<file path="src/rtl/obstacle_field_pkg.sv">
// Shared types and screen geometry for the falling-obstacle game engine.
package game_pkg;

  localparam int SCREEN_W = 640;
  localparam int SCREEN_H = 480;

  typedef enum logic [1:0] {
    IDLE = 2'd0,
    PLAY = 2'd1,
    OVER = 2'd2
  } state_t;

  typedef struct packed {
    logic       valid;
    logic [9:0] x;
    logic [9:0] y;
  } slot_t;

  // Two 1-D spans [a, a+a_len) and [b, b+b_len) intersect; 11 bits so sums never wrap.
  function automatic logic span_overlap(input logic [10:0] a, input logic [10:0] a_len,
                                        input logic [10:0] b, input logic [10:0] b_len);
    return (a < b + b_len) && (b < a + a_len);
  endfunction

  function automatic logic in_span(input logic [10:0] p, input logic [10:0] lo,
                                   input logic [10:0] len);
    return (p >= lo) && (p < lo + len);
  endfunction

endpackage

</file>
<file path="src/rtl/obstacle_field_if.sv">
// Player/pixel inputs and game status outputs of the obstacle engine.
interface obstacle_field_if #(
  parameter int N_OBST  = 4,
  parameter int SCORE_W = 7
);
  logic               tick;
  logic               start;
  logic [9:0]         player_x;
  logic [9:0]         player_y;
  logic [9:0]         pix_x;
  logic [9:0]         pix_y;
  logic               obstacle_drawing;
  logic               playing;
  logic               game_over;
  logic [SCORE_W-1:0] score;
  logic [SCORE_W-1:0] max_score;
  logic [N_OBST-1:0]  obst_valid;

  modport master (
    output tick, start, player_x, player_y, pix_x, pix_y,
    input  obstacle_drawing, playing, game_over, score, max_score, obst_valid
  );

  modport slave (
    input  tick, start, player_x, player_y, pix_x, pix_y,
    output obstacle_drawing, playing, game_over, score, max_score, obst_valid
  );
endinterface

</file>
<file path="src/rtl/obstacle_field_lfsr10.sv">
// Free-running 10-bit Fibonacci LFSR (x^10 + x^7 + 1) used for spawn x positions.
module lfsr10 (
  input  logic       clk,
  input  logic       reset,
  input  logic [9:0] seed,
  output logic [9:0] value
);
  logic [9:0] value_q;

  // Shift every clock; feedback from stages 10 and 7.
  always_ff @(posedge clk) begin
    if (reset) begin
      value_q <= seed;
    end else begin
      value_q <= {value_q[8:0], value_q[9] ^ value_q[6]};
    end
  end

  assign value = value_q;
endmodule

</file>
<file path="src/rtl/obstacle_field.sv">
// Multi-obstacle game engine: spawn/move/score on each tick, player collision,
// score/best-score tracking and a registered per-pixel obstacle hit.
module obstacle_field
  import game_pkg::*;
#(
  parameter int         N_OBST        = 4,
  parameter int         OBST_W        = 32,
  parameter int         OBST_H        = 32,
  parameter int         PLAYER_W      = 32,
  parameter int         PLAYER_H      = 32,
  parameter int         SPAWN_DELAY   = 60,
  parameter int         STEP_INIT     = 2,
  parameter int         STEP_MAX      = 8,
  parameter int         SPEEDUP_EVERY = 10,
  parameter int         SCORE_W       = 7,
  parameter logic [9:0] LFSR_SEED     = 10'h2A5
) (
  input logic             CLOCK_50,
  input logic             reset,
  obstacle_field_if.slave bus
);
  localparam int TW     = (SPAWN_DELAY > 1) ? $clog2(SPAWN_DELAY) : 1;
  localparam int SPD_W  = $clog2(SPEEDUP_EVERY + 1);
  localparam int STEP_W = $clog2(STEP_MAX + 1);
  localparam logic [SCORE_W-1:0] SCORE_MAX = {SCORE_W{1'b1}};
  localparam logic [9:0]         X_SPAN    = 10'(SCREEN_W - OBST_W);

  state_t             state_q, state_d;
  slot_t              slot_q [N_OBST];
  slot_t              slot_d [N_OBST];
  logic [TW-1:0]      timer_q, timer_d;
  logic [SCORE_W-1:0] score_q, score_d, max_q, max_d;
  logic [STEP_W-1:0]  step_q, step_d;
  logic [SPD_W-1:0]   spd_q, spd_d;
  logic               playing_q, over_q, draw_q;
  logic [N_OBST-1:0]  col_s, pix_s, exit_s, valid_s;
  logic [9:0]         lfsr_s, spawn_x_s;
  logic               spawn_s, taken_s;

  lfsr10 u_lfsr (
    .clk   (CLOCK_50),
    .reset (reset),
    .seed  (LFSR_SEED),
    .value (lfsr_s)
  );

  for (genvar g = 0; g < N_OBST; g++) begin : g_slot
    logic [10:0] ox_s, oy_s;
    assign ox_s       = {1'b0, slot_q[g].x};
    assign oy_s       = {1'b0, slot_q[g].y};
    assign valid_s[g] = slot_q[g].valid;
    assign col_s[g]   = slot_q[g].valid
                      && span_overlap(ox_s, 11'(OBST_W), {1'b0, bus.player_x}, 11'(PLAYER_W))
                      && span_overlap(oy_s, 11'(OBST_H), {1'b0, bus.player_y}, 11'(PLAYER_H));
    assign pix_s[g]   = slot_q[g].valid
                      && in_span({1'b0, bus.pix_x}, ox_s, 11'(OBST_W))
                      && in_span({1'b0, bus.pix_y}, oy_s, 11'(OBST_H));
    assign exit_s[g]  = slot_q[g].valid && ((oy_s + 11'(step_q)) >= 11'(SCREEN_H));
  end

  assign spawn_s   = (timer_q == TW'(SPAWN_DELAY - 1));
  assign spawn_x_s = (lfsr_s >= X_SPAN) ? (lfsr_s - X_SPAN) : lfsr_s;
  assign max_d     = (score_d > max_q) ? score_d : max_q;

  // Next state: FSM plus tick update; step tracks score/SPEEDUP_EVERY via a down-counter.
  always_comb begin
    state_d = state_q;
    slot_d  = slot_q;
    timer_d = timer_q;
    score_d = score_q;
    step_d  = step_q;
    spd_d   = spd_q;
    taken_s = 1'b0;
    case (state_q)
      IDLE, OVER: begin
        if (bus.start) begin
          state_d = PLAY;
          for (int i = 0; i < N_OBST; i++) begin
            slot_d[i] = '{valid: 1'b0, x: 10'd0, y: 10'd0};
          end
          timer_d = {TW{1'b0}};
          score_d = {SCORE_W{1'b0}};
          step_d  = STEP_W'(STEP_INIT);
          spd_d   = SPD_W'(SPEEDUP_EVERY);
        end else begin
          state_d = state_q;
        end
      end
      PLAY: begin
        if (|col_s) begin
          state_d = OVER;
        end else if (bus.tick) begin
          timer_d = spawn_s ? {TW{1'b0}} : timer_q + 1'b1;
          for (int i = 0; i < N_OBST; i++) begin
            if (exit_s[i]) begin
              slot_d[i].valid = 1'b0;
              if (score_d != SCORE_MAX) begin
                score_d = score_d + 1'b1;
                if (spd_d == SPD_W'(1)) begin
                  spd_d  = SPD_W'(SPEEDUP_EVERY);
                  step_d = (step_d < STEP_W'(STEP_MAX)) ? step_d + 1'b1 : step_d;
                end else begin
                  spd_d = spd_d - 1'b1;
                end
              end else begin
                score_d = score_d;
              end
            end else if (slot_q[i].valid) begin
              slot_d[i].y = slot_q[i].y + 10'(step_q);
            end else begin
              slot_d[i] = slot_q[i];
            end
          end
          // Free slots are judged before this tick, so a slot just cleared is not reused.
          for (int i = 0; i < N_OBST; i++) begin
            if (spawn_s && !slot_q[i].valid && !taken_s) begin
              slot_d[i] = '{valid: 1'b1, x: spawn_x_s, y: 10'd0};
              taken_s   = 1'b1;
            end else begin
              taken_s = taken_s;
            end
          end
        end else begin
          state_d = state_q;
        end
      end
      default: state_d = IDLE;
    endcase
  end

  // Game registers and registered outputs.
  always_ff @(posedge CLOCK_50) begin
    if (reset) begin
      state_q   <= IDLE;
      for (int i = 0; i < N_OBST; i++) begin
        slot_q[i] <= '{valid: 1'b0, x: 10'd0, y: 10'd0};
      end
      timer_q   <= {TW{1'b0}};
      score_q   <= {SCORE_W{1'b0}};
      max_q     <= {SCORE_W{1'b0}};
      step_q    <= STEP_W'(STEP_INIT);
      spd_q     <= SPD_W'(SPEEDUP_EVERY);
      playing_q <= 1'b0;
      over_q    <= 1'b0;
      draw_q    <= 1'b0;
    end else begin
      state_q   <= state_d;
      slot_q    <= slot_d;
      timer_q   <= timer_d;
      score_q   <= score_d;
      max_q     <= max_d;
      step_q    <= step_d;
      spd_q     <= spd_d;
      playing_q <= (state_d == PLAY);
      over_q    <= (state_d == OVER);
      draw_q    <= (state_q != IDLE) && (|pix_s);
    end
  end

  assign bus.obstacle_drawing = draw_q;
  assign bus.playing          = playing_q;
  assign bus.game_over        = over_q;
  assign bus.score            = score_q;
  assign bus.max_score        = max_q;
  assign bus.obst_valid       = valid_s;
endmodule

</file>
<file path="src/flat_wrapper.sv">
// flat-port wrapper written by rule: the top's interface ports become plain ports
module obstacle_field_flat import game_pkg::*;
#(
  parameter int         N_OBST        = 4,
  parameter int         OBST_W        = 32,
  parameter int         OBST_H        = 32,
  parameter int         PLAYER_W      = 32,
  parameter int         PLAYER_H      = 32,
  parameter int         SPAWN_DELAY   = 60,
  parameter int         STEP_INIT     = 2,
  parameter int         STEP_MAX      = 8,
  parameter int         SPEEDUP_EVERY = 10,
  parameter int         SCORE_W       = 7,
  parameter logic [9:0] LFSR_SEED     = 10'h2A5
)
  (CLOCK_50, reset, bus_tick, bus_start, bus_player_x, bus_player_y, bus_pix_x, bus_pix_y, bus_obstacle_drawing, bus_playing, bus_game_over, bus_score, bus_max_score, bus_obst_valid);
  obstacle_field_if #(.N_OBST(N_OBST), .SCORE_W(SCORE_W)) bus_i ();
  input logic CLOCK_50;
  input logic reset;
  input wire logic [$bits(bus_i.tick)-1:0] bus_tick;
  input wire logic [$bits(bus_i.start)-1:0] bus_start;
  input wire logic [$bits(bus_i.player_x)-1:0] bus_player_x;
  input wire logic [$bits(bus_i.player_y)-1:0] bus_player_y;
  input wire logic [$bits(bus_i.pix_x)-1:0] bus_pix_x;
  input wire logic [$bits(bus_i.pix_y)-1:0] bus_pix_y;
  output wire logic [$bits(bus_i.obstacle_drawing)-1:0] bus_obstacle_drawing;
  output wire logic [$bits(bus_i.playing)-1:0] bus_playing;
  output wire logic [$bits(bus_i.game_over)-1:0] bus_game_over;
  output wire logic [$bits(bus_i.score)-1:0] bus_score;
  output wire logic [$bits(bus_i.max_score)-1:0] bus_max_score;
  output wire logic [$bits(bus_i.obst_valid)-1:0] bus_obst_valid;
  assign bus_i.tick = bus_tick;
  assign bus_i.start = bus_start;
  assign bus_i.player_x = bus_player_x;
  assign bus_i.player_y = bus_player_y;
  assign bus_i.pix_x = bus_pix_x;
  assign bus_i.pix_y = bus_pix_y;
  assign bus_obstacle_drawing = bus_i.obstacle_drawing;
  assign bus_playing = bus_i.playing;
  assign bus_game_over = bus_i.game_over;
  assign bus_score = bus_i.score;
  assign bus_max_score = bus_i.max_score;
  assign bus_obst_valid = bus_i.obst_valid;
  obstacle_field #(.N_OBST(N_OBST), .OBST_W(OBST_W), .OBST_H(OBST_H), .PLAYER_W(PLAYER_W), .PLAYER_H(PLAYER_H), .SPAWN_DELAY(SPAWN_DELAY), .STEP_INIT(STEP_INIT), .STEP_MAX(STEP_MAX), .SPEEDUP_EVERY(SPEEDUP_EVERY), .SCORE_W(SCORE_W), .LFSR_SEED(LFSR_SEED)) u_core (.CLOCK_50(CLOCK_50), .reset(reset), .bus(bus_i));
endmodule
</file>
<file path="config.mk">
export PLATFORM = sky130hd
export DESIGN_NAME = obstacle_field_flat
export DESIGN_NICKNAME = d
export VERILOG_FILES = /design/src/rtl/obstacle_field_pkg.sv /design/src/rtl/obstacle_field_if.sv /design/src/rtl/obstacle_field_lfsr10.sv /design/src/rtl/obstacle_field.sv /design/src/flat_wrapper.sv
export SDC_FILE = /design/constraint.sdc
export NUM_CORES = 1
export LEC_CHECK = 0
export CAP_MARGIN = 0
export CELL_PAD_IN_SITES_DETAIL_PLACEMENT = 0
export CELL_PAD_IN_SITES_GLOBAL_PLACEMENT = 1
export CORE_ASPECT_RATIO = 1.4
export CORE_UTILIZATION = 41
export DETAILED_ROUTE_END_ITERATION = 10
export GPL_ROUTABILITY_DRIVEN = 1
export PLACE_DENSITY = 0.84
export SYNTH_ARGS = -nofsm -noshare
export SYNTH_HDL_FRONTEND = slang
export SYNTH_SLANG_ARGS = --single-unit
</file>
<file path="constraint.sdc">
create_clock -name CLOCK_50 -period 8.8 [get_ports CLOCK_50]
set_input_delay 2.2 -clock CLOCK_50 [delete_from_list [all_inputs] [get_ports CLOCK_50]]
set_output_delay 2.2 -clock CLOCK_50 [all_outputs]
set_load 0.05 [all_outputs]
</file>
======== Word level (Yosys, flattened, before mapping) ========
Cells that the tools add are included.
storage, ports and cells
  output and inout port bits .............. 21
  register bits after elaboration ......... 127
  word-level logic and storage cells ...... 315
cells by class
  $lt $le $gt $ge ......................... 42
  reduce and logical (&&, ||, !) cells .... 70
  muxes and demuxes ....................... 116
  bitwise operators ....................... 1
  equal/unequal tests ..................... 32
  add/subtract/negate cells ............... 32
operators with widths
  operator                                                             count
  < comparator 10 x 11 -> 1 bit                                        24
  two-way mux 84 bit                                                   3
  two-way mux 4 bit                                                    52
  case mux 84 bit (2 select lines)                                     1
  two-way mux 7 bit                                                    20
  adder 10 x 6 -> 11 bit (second input constant)                       10
  two-way mux 10 bit                                                   9
  two-way mux 21 bit                                                   4
  greater-or-equal comparator 10 bit                                   8
  adder 10 x 4 -> 11 bit                                               4
  greater-or-equal comparator 11 x 9 -> 1 bit (second input constant)  4
  logical AND 1 bit                                                    44
  adder 10 x 4 -> 10 bit                                               4
  AND reduction 5 bit                                                  8
  adder 7 x 1 -> 7 bit (second input constant)                         4
  inequality test 7 bit (second input constant)                        4
  two-way mux 6 bit                                                    4
  inequality test 3 x 1 -> 1 bit (second input constant)               8
  AND reduction 6 bit                                                  4
  adder 4 x 1 -> 4 bit (second input constant)                         4
  equality test 4 x 1 -> 1 bit (second input constant)                 4
  < comparator 4 bit (second input constant)                           4
  two-way mux 1 bit                                                    16
  case mux 4 bit (2 select lines)                                      2
  other kinds (22)                                                     44

======== Logic depth before layout (Yosys ltp) ========
  depth in word-level cells ............... 32
  gate-level depth with buffers ........... 38
  gate-level depth less buffers ........... 35

======== By module ========
Synthesis repeated with hierarchy kept, for this count alone.
unflattened totals
  cell total of the unflattened synthesis .. 1816
  area, all modules ....................... 14531.4 um^2
modules (own cells, without submodules)
  module          area an instance (um^2)  cells each  times used
  obstacle_field  14171.1                  1793        1
  lfsr10          360.3                    23          1

======== Worst setup path before layout ========
OpenSTA, ideal clock, no wires.
  path kind ............................... register -> register
  from .................................... register u_core.step_q[1]
  to ...................................... register u_core.max_q[4], in the netlist u_core.bus.max_score[4]
  path slack .............................. 1.217 ns
  clock period less this slack ............ 7.583 ns
  required time ........................... 8.709 ns
  cell stages (with the launch flop) ...... 38
  setup time .............................. 0.091 ns
  path buffers ............................ 3
  data arrival time ....................... 7.492 ns
  cell sequence ........................... dfxtp_1 -> inv_1 -> fa_1 -> nand2b_1 -> a211oi_1 -> xnor2_1 -> a2bb2oi_2 -> buf_4 -> nor2_1 -> xnor2_1 -> inv_1 -> ha_1 -> inv_1 -> a31oi_1 -> a21boi_1 -> a21oi_2 -> mux2_2 -> ha_1 -> (+2 left out) -> a21o_1 -> buf_2 -> xnor2_1 -> ha_1 -> or4b_4 -> o31a_1 -> mux2_2 -> nand2_1 -> ha_1 -> nor2b_1 -> o21ai_0 -> nand2b_1 -> a21oi_1 -> o21ai_0 -> o21a_1 -> clkbuf_1 -> nor2_1 -> a311oi_1
between the ends
  word-level cells in the longest chain between the ends .. 26
RTL lines
  what                                                           RTL line                                    text
  start, declared                                                obstacle_field.sv:33                        logic [STEP_W-1:0] step_q, step_d;
  start signal, assigned                                         obstacle_field.sv:141                       step_q <= STEP_W'(STEP_INIT);
  start signal, assigned                                         obstacle_field.sv:152                       step_q <= step_d;
  adder 10 x 4 -> 11 bit                                         obstacle_field.sv:58                        assign exit_s[g] = slot_q[g].valid && ((oy_s + 11'(step_q)) >= 11'(SCREEN_H));
  greater-or-equal comparator 11 x 9 -> 1 bit                    obstacle_field.sv:58
  logical AND 1 bit                                              obstacle_field.sv:58
  two-way mux 7 bit                                              obstacle_field.sv:95                        if (exit_s[i]) begin
  two-way mux 7 bit                                              obstacle_field.sv:92                        end else if (bus.tick) begin
  two-way mux 7 bit                                              obstacle_field.sv:90                        if (|col_s) begin
  two-way mux 7 bit                                              obstacle_field.sv:74                        case (state_q)
  adder 7 x 1 -> 7 bit or inequality test 7 bit (tied branches)  obstacle_field.sv:98, obstacle_field.sv:97
  (+11 left out)                                                 --
  adder 7 x 1 -> 7 bit or inequality test 7 bit (tied branches)  obstacle_field.sv:98, obstacle_field.sv:97
  two-way mux 7 bit                                              obstacle_field.sv:97                        if (score_d != SCORE_MAX) begin
  two-way mux 7 bit (*)                                          obstacle_field.sv:95
  two-way mux 7 bit (*)                                          obstacle_field.sv:92
  two-way mux 7 bit (*)                                          obstacle_field.sv:90
  case mux 7 bit (2 select lines) (*)                            obstacle_field.sv:74
  via u_core.score_d[1]                                          obstacle_field.sv:32                        logic [SCORE_W-1:0] score_q, score_d, max_q, max_d;
  greater-than comparator 7 bit (*)                              obstacle_field.sv:63                        assign max_d = (score_d > max_q) ? score_d : max_q;
  end signal, assigned                                           obstacle_field.sv:140                       max_q <= {SCORE_W{1'b0}};
  end signal, assigned                                           obstacle_field.sv:151                       max_q <= max_d;
  end, declared                                                  obstacle_field.sv:32
The timed path passes the listed nets; every way through them passes the cells marked *. The select of a mux whose other input is x is not followed.
A chain may end at the register's enable or synchronous reset.

======== Worst setup path in the final report ========
  from .................................... register u_core.slot_q, in the netlist u_core.g_slot[0].oy_s[0]
  to ...................................... register u_core.max_q[3], in the netlist u_core.bus.max_score[3]
between the ends
  word-level cells in the longest chain between the ends .. 26
RTL lines
  what                                                           RTL line                                    text
  start, declared                                                obstacle_field.sv:29                        slot_t slot_q [N_OBST];
  start signal, assigned by index                                obstacle_field.sv:136                       slot_q[i] <= '{valid: 1'b0, x: 10'd0, y: 10'd0};
  start signal, assigned                                         obstacle_field.sv:148                       slot_q <= slot_d;
  adder 10 x 4 -> 11 bit                                         obstacle_field.sv:58
  greater-or-equal comparator 11 x 9 -> 1 bit                    obstacle_field.sv:58
  logical AND 1 bit                                              obstacle_field.sv:58
  two-way mux 7 bit                                              obstacle_field.sv:95
  two-way mux 7 bit                                              obstacle_field.sv:92
  two-way mux 7 bit                                              obstacle_field.sv:90
  two-way mux 7 bit                                              obstacle_field.sv:74
  adder 7 x 1 -> 7 bit or inequality test 7 bit (tied branches)  obstacle_field.sv:98, obstacle_field.sv:97
  (+11 left out)                                                 --
  adder 7 x 1 -> 7 bit or inequality test 7 bit (tied branches)  obstacle_field.sv:98, obstacle_field.sv:97
  two-way mux 7 bit                                              obstacle_field.sv:97
  two-way mux 7 bit                                              obstacle_field.sv:95
  two-way mux 7 bit                                              obstacle_field.sv:92
  two-way mux 7 bit (*)                                          obstacle_field.sv:90
  case mux 7 bit (2 select lines) (*)                            obstacle_field.sv:74
  via u_core.score_d[1]                                          obstacle_field.sv:32
  greater-than comparator 7 bit (*)                              obstacle_field.sv:63
Marked as above.

==> impl_metrics.csv <==
group,metric,value,unit
critical_path,critPathRequiredTime,9150,ps
logic_synthesis,yosysTopAreaCell,"ha_1",
clock_tree,clkTransAtPathRegs,60,ps
logic_synthesis,synthAdderAreaFrac,0.2697,
critical_path,crit_path_max_incr_delay,490,ps
final_layout,syn_to_final_growth,12.03,%
clock_tree,cts_buffers,17,
logic_synthesis,ys.flop_type,"dfxtp_1",
floorplan,core,34960,sq um
floorplan,die_h,225.1,microns
clock_tree,htreeDepth,4,
routing,wl_met3,1.603,mm
pwr,ir_drop,0.0001393,V
clock_tree,insertion_delay,440,ps
clock_tree,cts_tree,"done",
sta,slew_viol_final,0,
critical_path,path_class,"reg -> reg",
min_path,min_from,"u_core.timer_q[1]",
grt,grt.overflow.total,0,
routing,drt_iter0_drc,773,
routing,wl_met1,18.28,mm
final_layout,layout.nets,2225,
critical_path,r2r_end,"u_core.bus.max_score[3]",
critical_path,cpMostUsedCell,"ha_1",
floorplan,rows,81,
sta,relSlewSlack,0.4518,
sta,rsz0062_at_grt,"no",
clock_tree,post_cts_resized,0,
logic_synthesis,netlist_area,14580,sq um
sta,fmax,0.1244,GHz
sta,post-route-period-util,0.9138,
logic_synthesis,synth-compound-area-share,0.2702,
routing,ant_nets,0,
placement,dp_hpwl,36.47,mm
critical_path,startpoint_type,"flop",
logic_synthesis,ys_seq_area_frac,0.1744,
min_path,min_path_type,"reg -> reg",
logic_synthesis,ys_warn_count,0,
floorplan,die-area,36320,sq um
min_path,min_path_cells,2,
floorplan,die_w,161.4,microns
logic_synthesis,synth_mux_area_frac,0.01897,
critical_path,arrival,8390,ps
logic_synthesis,synth_edf_count,0,
critical_path,path_max_fanout,14,
grt,grt_pass1_wl,71.44,mm
grt,antenna_found_initial,0,
job,max_cap_violations,0,
logic_synthesis,syn-num-nets,2168,
clock_tree,cts-root-buf,"clkbuf_16",
logic_synthesis,netlist_top_cells_area,"ha_1 (26%), dfxtp_1 (17%), a21oi_1 (5.3%), a21o_1 (4.7%), inv_1 (3.7%)",
logic_synthesis,avgSynthCellArea,8.039,sq um
pwr,power_density,108.5,nW/um^2
critical_path,crit_family,"compound AO/OA/AOI/OAI gates",
sta,fin_crit,8041,ps
logic_synthesis,synth-xor-area-share,0.04121,
logic_synthesis,synth_top_family_by_area,"compound AO/OA/AOI/OAI gates",
routing,drc_errors,0,
run_status,status,"completed",
logic_synthesis,syn_inst,1813,
sta,holdWs,472.9,ps
logic_synthesis,ys_ff_latch,127,
logic_synthesis,synth_most_common_cell,"ha_1",
routing,post_drt_wl_per_cell,19.44,microns
floorplan,ios,65,
sta,hold_viol,0,
critical_path,endpoint_kind,"flop",
sta,finalSetupViolCount,0,
routing,top_layer,"met4",
placement,gp_congestion,0.9336,
min_path,hold_path_end,"u_core.timer_q[1]",
routing,vias_per_cell,5.796,
critical_path,rrSetupSlack,760,ps
clock_tree,postCtsHoldBufs,0,
critical_path,reg2regPathDepth,35,
final_layout,drive_above_1_share,0.04939,
logic_synthesis,synth_top_cell_area_share,0.2635,
critical_path,worstReg2RegStart,"u_core.g_slot[0].oy_s[0]",
routing,vias,13560,
sta,fin_skew,16.89,ps
routing,drtPass1Iterations,5,
grt,grt_max_degree,77,
pwr,p_leak,6.852,nW
sta,tns,0,ps
routing,drt-total-wl,45.47,mm
clock_tree,clock_path_buffers,2,
clock_tree,postCtsSetupBuffers,0,
routing,wl_met2,23.10,mm
critical_path,critPathBufInv,3,
placement,io_buffers,64,
floorplan,initial_core_util,0.4169,
sta,worstMarginPinSlew,816.0,ps
final_layout,diodes,0,
grt,grt_util_all_layers,0.2520,
logic_synthesis,yosysUniqueCellTypes,84,
clock_tree,cts_num_sinks,127,
logic_synthesis,synth_common_cells,"ha_1 (307), a21oi_1 (154), inv_1 (145)",
logic_synthesis,ys_async_sr_fraction,0,
critical_path,cpMaxStageDelayCell,"or4b_4",
logic_synthesis,yosys.area_share.simple,0.1738,
grt,grt_pass1_vias,13380,
==> routing by layer <==
layer  GRT usage  vias up
met4      0.1485        0
li1            -     6769
met5           0        -
met1      0.2779     6295
met2      0.4600      370
met3     0.03073      122
==> where the power goes <==
part           total [mW]  internal, mW  switching, mW  leakage [nW]
registers           0.618         0.597         0.0211          1.03
clock network       0.697         0.405          0.292         0.262
logic               0.456         0.176          0.279          5.56
==> cell type report <==
type,count,area [sq um]
inverters,146,548.0
clock inverters,11,107.6
multi-input cells,1492,11300
repair buffers,86,803.3
fillers,3466,18640
flip-flops and latches,127,2542
clock buffers,21,460.4
well taps,456,570.5
==> per-stage QoR <==
step / instance area [sq um] / total power [mW] / setup slack, ps / util / instances
floorplan: 14580 / 0.9314 / 1217 / - / 1813
CTS: 16320 / 1.783 / 322.3 / 0.4668 / 2339
global route: 16330 / 1.858 / 65.48 / 0.4670 / 2339
finish: 16330 / 1.771 / 758.7 / 0.4670 / 2339
detailed placement: 15750 / 1.085 / 347.0 / 0.4505 / 2307
global placement: 15750 / 1.075 / 725.3 / 0.4505 / 2307
==> sequential cells by signal, indices dropped and copies added, names as in the netlist <==
| register | count |
|---|---|
| u_core.timer_q | 6 |
| u_core.g_slot.oy_s | 40 |
| u_core.bus.obst_valid | 4 |
| u_core.spd_q | 4 |
| u_core.state_q | 2 |
| u_core.bus.max_score | 7 |
| u_core.u_lfsr.value | 10 |
| u_core.bus.game_over | 1 |
| u_core.bus.score | 7 |
| u_core.bus.playing | 1 |
| u_core.bus.obstacle_drawing | 1 |
| u_core.g_slot.ox_s | 40 |
| u_core.step_q | 4 |
==> kinds of logic after synthesis <==
group           after synthesis
buf+inv                     194
flops                       127
simple gates                497
xor+xnor                     67
fa+ha+maj                   312
compound gates              590
mux                          26
==> worst max path at each step <==
stage,from,end,slack [ps],depth (start not counted)
after CTS,u_core.g_slot[0].oy_s[0],u_core.bus.max_score[3],320,35
after floorplan,u_core.step_q[1],u_core.bus.max_score[4],1220,37
final,u_core.g_slot[0].oy_s[0],u_core.bus.max_score[3],760,35
after detailed placement,u_core.g_slot[0].oy_s[0],u_core.bus.max_score[3],350,35
after global routing,u_core.g_slot[0].oy_s[0],u_core.bus.max_score[3],70,36
after global placement,u_core.g_slot[0].oy_s[0],u_core.bus.max_score[3],730,35
==> worst register-to-register path, delay by kind of cell, from the launching register on <==
family / cells / cell delay, ps
AO/OA/AOI/OAI: 13 / 2870
multiplexers: 2 / 790
AND/OR/NAND/NOR: 9 / 1500
adder cells (fa/ha/maj): 6 / 1450
buffers and inverters: 3 / 360
XOR/XNOR: 2 / 560
flip-flops: 1 / 410
==> layout by cell type, fill, tap and decap left out, drive strengths merged, types with 7 or more instances in the layout <==
cell type      synthesis  layout
dfxtp                127     127
o21bai                11      11
a21oi                156     156
nor2                 116     116
o211ai                21      21
nand3                 60      60
ha                   307     307
nand2                 96      96
a31oi                 18      18
mux2i                 13      13
o21a                  58      58
or3                    9       9
xnor2                 59      59
clkdlybuf4s50          0      63
inv                  145     147
a22oi                 23      23
buf                   10      23
o2111ai                8       8
mux2                  13      13
clkbuf                38      21
nor2b                 33      33
and3                  22      22
nand4                 18      18
or2                    7       7
and2                  13      13
nor3                  41      41
o21ai                101     101
a21o                  92      92
nor4                  14      14
a211o                  7       7
a211oi                19      19
xor2                   7       7
a2111oi               10      10
o31ai                  9       9
nand2b                39      39
Power figures use the tool's default switching activity.
